**src/rtl/bert_pkg.sv**
```systemverilog
// rtl/bert_pkg.sv - PRBS-13 constants, sequencer states and LFSR step helpers
package bert_pkg;

  localparam int PRBS_W = 13;
  // Feedback taps at bits 12, 3, 2 and 0
  localparam logic [PRBS_W-1:0] PRBS13_TAPS = 13'h100D;

  typedef enum logic [2:0] {
    IDLE,
    LOAD,
    SYNC,
    MEAS,
    DONE
  } state_t;

  function automatic logic prbs13_pred(input logic [PRBS_W-1:0] s);
    return ^(s & PRBS13_TAPS);
  endfunction

  function automatic logic [PRBS_W-1:0] prbs13_next(input logic [PRBS_W-1:0] s,
                                                    input logic b);
    return {s[PRBS_W-2:0], b};
  endfunction

endpackage

```
**src/rtl/prbs13_ref.sv**
```systemverilog
// rtl/prbs13_ref.sv - local PRBS-13 reference LFSR, rx-driven or free-running
module prbs13_ref
  import bert_pkg::*;
(
  input  logic clock,
  input  logic reset,
  input  logic shift,
  input  logic free_run,
  input  logic din,
  output logic pred,
  output logic zero
);

  logic [PRBS_W-1:0] s;

  assign pred = prbs13_pred(s);
  assign zero = (s == '0);

  always_ff @(posedge clock) begin
    if (!reset) begin
      s <= '0;
    end else if (shift) begin
      s <= prbs13_next(s, free_run ? pred : din);
    end
  end

endmodule

```
**src/rtl/bert_seq_ctrl.sv**
```systemverilog
// rtl/bert_seq_ctrl.sv - PRBS-13 BERT sequencer: load, sync, measure, report
module bert_seq_ctrl
  import bert_pkg::*;
#(
  parameter logic [12:0] SEED         = 13'h000F,
  parameter int          SYNC_LEN     = 32,
  parameter int          SYNC_TIMEOUT = 4096,
  parameter int          WIN_LEN      = 64,
  parameter int          LOSS_ERRS    = 8,
  parameter int          CNT_W        = 32
) (
  input  logic             clock,
  input  logic             reset,
  input  logic             start,
  input  logic             abort,
  input  logic [CNT_W-1:0] test_len,
  input  logic             rx_valid,
  input  logic             rx_bit,
  output logic             gen_load,
  output logic [12:0]      gen_seed,
  output logic             gen_en,
  output logic             busy,
  output logic             locked,
  output logic             done,
  output logic             sync_fail,
  output logic [7:0]       resync_cnt,
  output logic [CNT_W-1:0] bit_count,
  output logic [CNT_W-1:0] err_count
);

  localparam int MATCH_W = $clog2(SYNC_LEN + 1);
  localparam int TOUT_W  = $clog2(SYNC_TIMEOUT + 1);
  localparam int WIN_W   = $clog2(WIN_LEN + 1);
  localparam int WERR_W  = $clog2(LOSS_ERRS + 1);
  localparam logic [12:0] SEED_EFF = (SEED == 13'h0000) ? 13'h0001 : SEED;

  state_t             state, state_nxt;
  logic [CNT_W-1:0]   len_q;
  logic [3:0]         fill;
  logic [MATCH_W-1:0] match_cnt;
  logic [TOUT_W-1:0]  tout_cnt;
  logic [WIN_W-1:0]   win_cnt;
  logic [WERR_W-1:0]  win_err;
  logic [WERR_W-1:0]  win_err_inc;
  logic [CNT_W-1:0]   bit_inc, err_inc;
  logic               pred, s_zero;
  logic               sync_bit, meas_bit, match_ok, err;
  logic               lock_hit, tout_hit, loss_hit, len_hit, restart;

  assign gen_seed = SEED_EFF;

  prbs13_ref u_ref (
    .clock    (clock),
    .reset    (reset),
    .shift    (sync_bit || meas_bit),
    .free_run (state == MEAS),
    .din      (rx_bit),
    .pred     (pred),
    .zero     (s_zero)
  );

  // abort outranks everything, including the rx bit arriving with it
  assign sync_bit = rx_valid && !abort && (state == SYNC);
  assign meas_bit = rx_valid && !abort && (state == MEAS);
  assign restart  = start && !abort && (state == IDLE || state == DONE);

  // An all-zero register predicts zero forever, so it never counts as a match
  assign match_ok = (fill == 4'd13) && !s_zero && (rx_bit == pred);
  assign lock_hit = sync_bit && match_ok && (match_cnt == MATCH_W'(SYNC_LEN - 1));
  assign tout_hit = sync_bit && (tout_cnt == TOUT_W'(SYNC_TIMEOUT - 1));

  assign err         = rx_bit ^ pred;
  assign bit_inc     = (bit_count == '1) ? bit_count : bit_count + 1'b1;
  assign err_inc     = (err_count == '1 || !err) ? err_count : err_count + 1'b1;
  assign win_err_inc = win_err + WERR_W'(err);
  assign loss_hit    = meas_bit && (win_err_inc == WERR_W'(LOSS_ERRS));
  assign len_hit     = meas_bit && (bit_inc == len_q);

  always_comb begin
    state_nxt = state;
    if (abort) begin
      state_nxt = IDLE;
    end else begin
      case (state)
        IDLE, DONE: if (start) state_nxt = LOAD;
        LOAD:       state_nxt = (len_q == '0) ? DONE : SYNC;
        SYNC: begin
          if (lock_hit)      state_nxt = MEAS;
          else if (tout_hit) state_nxt = DONE;
        end
        MEAS: begin
          if (len_hit)       state_nxt = DONE;
          else if (loss_hit) state_nxt = SYNC;
        end
        default:    state_nxt = IDLE;
      endcase
    end
  end

  always_ff @(posedge clock) begin
    if (!reset) begin
      state      <= IDLE;
      gen_load   <= 1'b0;
      gen_en     <= 1'b0;
      busy       <= 1'b0;
      locked     <= 1'b0;
      done       <= 1'b0;
      sync_fail  <= 1'b0;
      resync_cnt <= '0;
      bit_count  <= '0;
      err_count  <= '0;
      len_q      <= '0;
      fill       <= '0;
      match_cnt  <= '0;
      tout_cnt   <= '0;
      win_cnt    <= '0;
      win_err    <= '0;
    end else begin
      state    <= state_nxt;
      gen_load <= (state_nxt == LOAD);
      gen_en   <= (state_nxt == SYNC) || (state_nxt == MEAS);
      busy     <= (state_nxt == LOAD) || (state_nxt == SYNC) || (state_nxt == MEAS);
      locked   <= (state_nxt == MEAS);
      done     <= (state_nxt == DONE);

      if (state_nxt == SYNC && state != SYNC) begin
        fill      <= '0;
        tout_cnt  <= '0;
        match_cnt <= '0;
      end else if (sync_bit) begin
        fill      <= (fill == 4'd13) ? fill : fill + 4'd1;
        tout_cnt  <= tout_cnt + 1'b1;
        match_cnt <= match_ok ? match_cnt + 1'b1 : '0;
        if (tout_hit && !lock_hit) sync_fail <= 1'b1;
      end

      if (state_nxt == MEAS && state != MEAS) begin
        win_cnt <= '0;
        win_err <= '0;
      end else if (meas_bit) begin
        bit_count <= bit_inc;
        err_count <= err_inc;
        if (win_cnt == WIN_W'(WIN_LEN - 1)) begin
          win_cnt <= '0;
          win_err <= '0;
        end else begin
          win_cnt <= win_cnt + 1'b1;
          win_err <= win_err_inc;
        end
        // finishing the test on this bit takes precedence over a resync
        if (loss_hit && !len_hit && resync_cnt != 8'hFF)
          resync_cnt <= resync_cnt + 8'd1;
      end

      if (restart) begin
        len_q      <= test_len;
        bit_count  <= '0;
        err_count  <= '0;
        resync_cnt <= '0;
        sync_fail  <= 1'b0;
      end
    end
  end

endmodule

```
**config.mk**
```make
export PLATFORM = sky130hd
export DESIGN_NAME = bert_seq_ctrl
export DESIGN_NICKNAME = d
export VERILOG_FILES = /design/src/rtl/bert_pkg.sv /design/src/rtl/prbs13_ref.sv /design/src/rtl/bert_seq_ctrl.sv
export SDC_FILE = /design/constraint.sdc
export NUM_CORES = 1
export LEC_CHECK = 0
export ABC_AREA = 1
export CORE_MARGIN = 2
export CORE_UTILIZATION = 56
export DETAILED_ROUTE_END_ITERATION = 8
export PLACE_DENSITY = 0.82
export SLEW_MARGIN = 40
export SYNTH_ARGS = -nofsm -noshare
export SYNTH_HDL_FRONTEND = slang
export SYNTH_SLANG_ARGS = --single-unit
```
**constraint.sdc**
```tcl
create_clock -name clock -period 3.8 [get_ports clock]
set_input_delay 0.95 -clock clock [delete_from_list [all_inputs] [get_ports clock]]
set_output_delay 0.95 -clock clock [all_outputs]
set_load 0.02 [all_outputs]
```
# Yosys cells after proc, flatten, opt, wreduce, memory -nomap -nowiden
# Cells that the tools add are included.
# classes
n_div	0
reduce_logical	41
shifts	0
mul	0
n_lt_le_gt_ge	0
eq_ne	20
n_bitwise	6
n_mux	13
add_sub_neg	8
# op_table
op	n
$add A32 B1 Y32 const B	2
$eq A32 B32 Y1 const B	2
$eq A32 B32 Y1	1
$logic_not A32 Y1	1
$mux W32	1
$mux W3	7
$logic_and A1 B1 Y1	17
$add A13 B1 Y13 const B	1
$eq A13 B12 Y1 const B	1
$logic_not A13 Y1	1
$reduce_xor A13 Y1	1
$eq A3 B2 Y1 const B	4
$pmux W3 S4	1
$reduce_and A3 Y1	3
$add A8 B1 Y8 const B	1
$eq A4 B4 Y1 const B	2
$ne A8 B8 Y1 const B	1
$reduce_or A2 Y1	4
$add A7 B1 Y7 const B	1
$eq A7 B6 Y1 const B	1
$mux W7	1
$add A6 B1 Y6 const B	1
$eq A3 B1 Y1 const B	2
$eq A3 B3 Y1 const B	2
14 further kinds	29
# word_totals
latchBits	0
mem_bits_rw	0
memories	0
ff_bits	160
romBits	0

# Longest topological paths before layout
# logic_depth
ltp_word	13
mapped_depth	24
depth_no_buf	22

# Hierarchy
# A second synthesis with hierarchy kept.
# unflattened
cells_unflattened	1423
area_unflattened_um2	9267.6
# by_module_without_submodules
mod	n_inst	seq_area_each_um2	cells_per_inst	area_each_um2
bert_seq_ctrl	1	2942.8	1351	8717.1
prbs13_ref	1	260.2	72	550.5

# Worst setup path before layout
# OpenSTA, ideal clock, no wires.
# synth_path
kind	register to register
startpoint	register bit_count[0]
endpoint	register match_cnt[0]
t_arrival_ns	2.757
setup_time_ns	0.119
required_time_ns	3.681
slack_ns	0.925
path_stages_with_launch	24
path_cell_list	dfxtp_1 -> ha_1 -> nand2_2 -> nor2_4 -> nand2_4 -> nor2_8 -> nand2_2 -> buf_6 -> buf_6 -> nand2_1 -> nand2_1 -> nand2_2 -> nand3_1 -> nor2_1 -> nand2_1 -> nor2_1 -> nand2_1 -> nand3_1 -> nand2_1 -> nand2_1 -> nand2_2 -> nand2_4 -> buf_6 -> nor2_2
# synth_between
elab_chain_len	10
elab_cells_between_ends	11
classes_between	1 x add/sub; 3 x eq/ne; 4 x mux; 3 x reduce/logical
# synth_lines
element	line_no	text
start, declared	bert_seq_ctrl.sv:27	output logic [CNT_W-1:0] bit_count,
start signal, assigned	bert_seq_ctrl.sv:141	bit_count <= bit_inc;
$add A32 B1 Y32 or $eq A32 B32 Y1 (tied branches)	bert_seq_ctrl.sv:73	assign bit_inc = (bit_count == '1) ? bit_count : bit_count + 1'b1;
$mux W32 (*)	bert_seq_ctrl.sv:73	
$eq A32 B32 Y1 (*)	bert_seq_ctrl.sv:77	assign len_hit = meas_bit && (bit_inc == len_q);
$logic_and A1 B1 Y1 (*)	bert_seq_ctrl.sv:77	
$mux W3 (*)	bert_seq_ctrl.sv:92	if (len_hit) state_nxt = DONE;
$pmux W3 S4 (*)	bert_seq_ctrl.sv:84	case (state)
$mux W3 (*)	bert_seq_ctrl.sv:81	if (abort) begin
$eq A3 B2 Y1 (*)	bert_seq_ctrl.sv:126	if (state_nxt == SYNC && state != SYNC) begin
$logic_and A1 B1 Y1 (*)	bert_seq_ctrl.sv:126	
$reduce_or A2 Y1 (no line) (*)	--	
end signal, assigned	bert_seq_ctrl.sv:133	match_cnt <= match_ok ? match_cnt + 1'b1 : '0;
end, declared	bert_seq_ctrl.sv:40	logic [MATCH_W-1:0] match_cnt;
# Every way passes the cells marked *; elsewhere a longest branch is shown, timed or not.
# A chain may end at the register's enable or synchronous reset.

# Final worst setup path
# layout_path
startpoint	register bit_count[1]
endpoint	register tout_cnt[0]
# layout_between
elab_chain_len	10
elab_cells_between_ends	11
classes_between	1 x add/sub; 3 x eq/ne; 4 x mux; 3 x reduce/logical
# layout_lines
element	line_no	text
$add A32 B1 Y32 or $eq A32 B32 Y1 (tied branches)	bert_seq_ctrl.sv:73	
$mux W32 (*)	bert_seq_ctrl.sv:73	
$eq A32 B32 Y1 (*)	bert_seq_ctrl.sv:77	
$logic_and A1 B1 Y1 (*)	bert_seq_ctrl.sv:77	
$mux W3 (*)	bert_seq_ctrl.sv:92	
$pmux W3 S4 (*)	bert_seq_ctrl.sv:84	
$mux W3 (*)	bert_seq_ctrl.sv:81	
$eq A3 B2 Y1 (*)	bert_seq_ctrl.sv:126	
$logic_and A1 B1 Y1 (*)	bert_seq_ctrl.sv:126	
$reduce_or A2 Y1 (no line) (*)	--	
end signal, assigned	bert_seq_ctrl.sv:132	tout_cnt <= tout_cnt + 1'b1;
end, declared	bert_seq_ctrl.sv:41	logic [TOUT_W-1:0] tout_cnt;
# Marked as above.

==> reports/results.ini <==
[worst_hold_path]
hold_class=flip-flop to flip-flop

[place]
routabilityCongestion=0.963
dpl.hpwl_um=20400
placed_cell_area_mm2=0.0106
port_buffers=115

[floorplanning]
die_area_mm2=0.0176
core_area_mm2=0.0160
dieWidth_um=132
ios=129
rows=46
start_util_pct=57.8
die_h_um=132

[worst_setup_path]
worstSetupPathType=flip-flop to flip-flop
crit_fanout=42
worstPathRequired_ps=4120
startpoint_type=flip-flop
critPathBufInv=2
cpMostUsedCell=nand2_1
end_kind=flip-flop
cp_cell_sequence=ha_1 -> nand2_2 -> nor2_4 -> nand2_4 -> nor2_8 -> nand2_2 -> buf_4 -> nand2_2 -> nand2_1 -> nand2_1 -> inv_1 -> nor3_1 -> nand2_1 -> nor2_1 -> nand2_1 -> nand3_1 -> nand2_1 -> nand2_1 -> nand2_2 -> nand2_8 -> nor2_1
arrival_ps=3790
slowest_delay_ps=360
cpMaxStageDelayCell=buf_4
critical_path.top_delay_family=simple AND/OR/NAND/NOR gates

[sta]
maxSlewHeadroom_pct=57.6
grt_setup_unrepaired=false
skew_ps=10.2
finalHoldViolations=0
period_share_pct=91.2
setup_viol=0
fmax_ghz=0.289
min_period_ps=3470
slew_viol_final=0
tightest_slew_ps=629
setup_tns_ps=0

[synth]
synth_top_area_share_pct=34.6
synth_cells=1429
synth-edff-count=0
ys_warn_count=0
synth_area_leaders=dfxtp_1, nand2_1, nor2_1
async_reset_ff_share_pct=0
yosysMostFrequentCell=nand2_1
yosysSeqAreaShare_pct=34.6
yosysUniqueCellTypes=48
syn-cell-area_mm2=0.00925
ys.flop_type=dfxtp_1
synth_area_leader_cell=dfxtp_1
synth_common_cells=nand2_1, nor2_1, inv_1
postSynthAreaPerCell_um2=6.47
synth-seq-cells=160

[routing]
drtIter0Drc=1047
routed_wl_um=27000
viasPerCell=5.45
num_vias=9684
wl_per_cell_um=15.2
detail-route-antenna-nets=0
drc=0
firstDrtPassIters=7

[pwr]
ir_drop_mv=0.339
cellLeakagePower_nw=4.61
p_per_area_mw_per_mm2=330

[cts]
cts.sinks=160
ctsHoldBuffers=0
cts_tree=yes
cts_made_buffers=17
clk_pin_slew_worst_paths_ps=70
clockRootBuffer=clkbuf_16
insertion_delay_ps=440
cts_buffer_depth=2
cts_max_level=4

[final_layout]
fin_area_mm2=0.0112
seqCellArea_mm2=0.00320
fillCellCount=1414
insertedDiodeCount=0
multi_input_area_mm2=0.00512
nets=1597
fin_util_pct=69.9
syn_to_final_growth_pct=21.0
drive_gt1_share_pct=6.98

[global_routing]
grt_first_pass_wirelength_um=44100
grt_pass1_vias=8904
grt_usage_pct=30.9
grt_remaining_overflow=0
grt_antenna_before_repair=0
grt_max_degree=63

[run_status]
outcome=finished, final reports clean

[job]
cap_viol_max_count=0

-- per-layer routing --
metal  vias to the layer above  part of all wire, %  global-route usage (%)
met1                      4396                   43                    40.4
met2                       402                   46                    50.0
met4                         0                  2.2                    10.1
met3                        62                  8.8                    7.74
met5                         -                    0                       0
li1                       4824                    -                       -
-- path summary, 6_finish.rpt --
path | start | end | slack (ps) | cells after the start
worst max-delay path | bit_count[1]$_SDFFE_PP0P_ | tout_cnt[0]$_SDFFE_PP0P_ | 330 | 21
worst min register to register | win_cnt[6]$_SDFFE_PP0P_ | win_cnt[6]$_SDFFE_PP0P_ | 470 | 2
worst max register to register | bit_count[1]$_SDFFE_PP0P_ | tout_cnt[0]$_SDFFE_PP0P_ | 330 | 21
worst min-delay path | win_cnt[6]$_SDFFE_PP0P_ | win_cnt[6]$_SDFFE_PP0P_ | 470 | 2
-- state kept, by name, summed over array words and instances, names as in the netlist --
register / count
bit_count: 32
busy: 1
done: 1
err_count: 32
fill: 4
gen_en: 1
gen_load: 1
len_q: 32
locked: 1
match_cnt: 6
resync_cnt: 8
state: 3
sync_fail: 1
tout_cnt: 13
u_ref.s: 13
win_cnt: 7
win_err: 4
-- where the power goes --
part           internal (mW)  total (mW)  switching (mW)
logic                  0.112       0.291           0.179
registers               1.70        1.73          0.0243
clock network          0.931        1.68           0.744
total                   2.75        3.70           0.948
-- kinds of logic after synthesis --
logic type / synth area share (%)
xor+xnor: 4.45
flops: 34.6
compound gates: 12.2
simple gates: 36.4
mux: 0.108
other cells: 0.0812
fa+ha+maj: 1.49
buf+inv: 10.6
-- final cells by class --
type                    instances  share of cell area [%]
clock buffers                  19                    3.96
inverters                     185                    6.21
multi-input cells            1045                    45.7
clock inverters                13                    1.15
repair buffers                139                    11.9
well taps                     216                    2.42
flip-flops and latches        160                    28.6
-- layout by cell type, fill, tap and decap left out, drive strengths merged --
cell type / Yosys / routed
o221ai: 1 / 1
nor4: 16 / 16
bufinv: 0 / 1
clkdlybuf4s50: 0 / 115
a211oi: 1 / 1
inv: 182 / 185
a21oi: 100 / 100
xnor2: 15 / 15
xor2: 32 / 32
nor3: 25 / 25
a22oi: 3 / 3
dfxtp: 160 / 160
o22ai: 3 / 3
a32oi: 1 / 1
or2: 4 / 4
a22o: 1 / 1
nand2: 339 / 339
buf: 22 / 24
conb: 2 / 13
o21a: 2 / 2
o21ai: 92 / 92
clkbuf: 28 / 19
clkinv: 3 / 11
a31oi: 2 / 2
nand4: 28 / 28
and2: 2 / 2
o21bai: 2 / 2
o211ai: 5 / 5
nand3b: 6 / 6
ha: 11 / 11
clkinvlp: 0 / 1
a41oi: 1 / 1
nand3: 112 / 112
mux2i: 1 / 1
nor2: 221 / 221
nor3b: 5 / 5
nand2b: 1 / 1
-- through the flow --
step,worst slack (ps),hold slack [ps],cells,total power [mW]
after CTS,318,465,1776,3.70
after global placement,199,446,1744,2.05
after floorplan,925,436,1440,1.96
after global routing,42.6,497,1777,3.82
after detailed placement,72.3,455,1744,2.05
final,335,468,1777,3.70
-- worst reg2reg max path, delay by kind of cell, from the launching register on --
kind | cells | cell delay (ps)
adders and majority gates | 1 | 330
and+or+nand+nor | 18 | 2270
buffers and inverters | 2 | 430
DFF | 1 | 340
-- repair_timing --
item / CTS / global route
setup endpoints to repair: 0 / 4
buffers inserted: 0 / 1
resized for setup: 0 / 1
(Power assumes the default switching activity.)
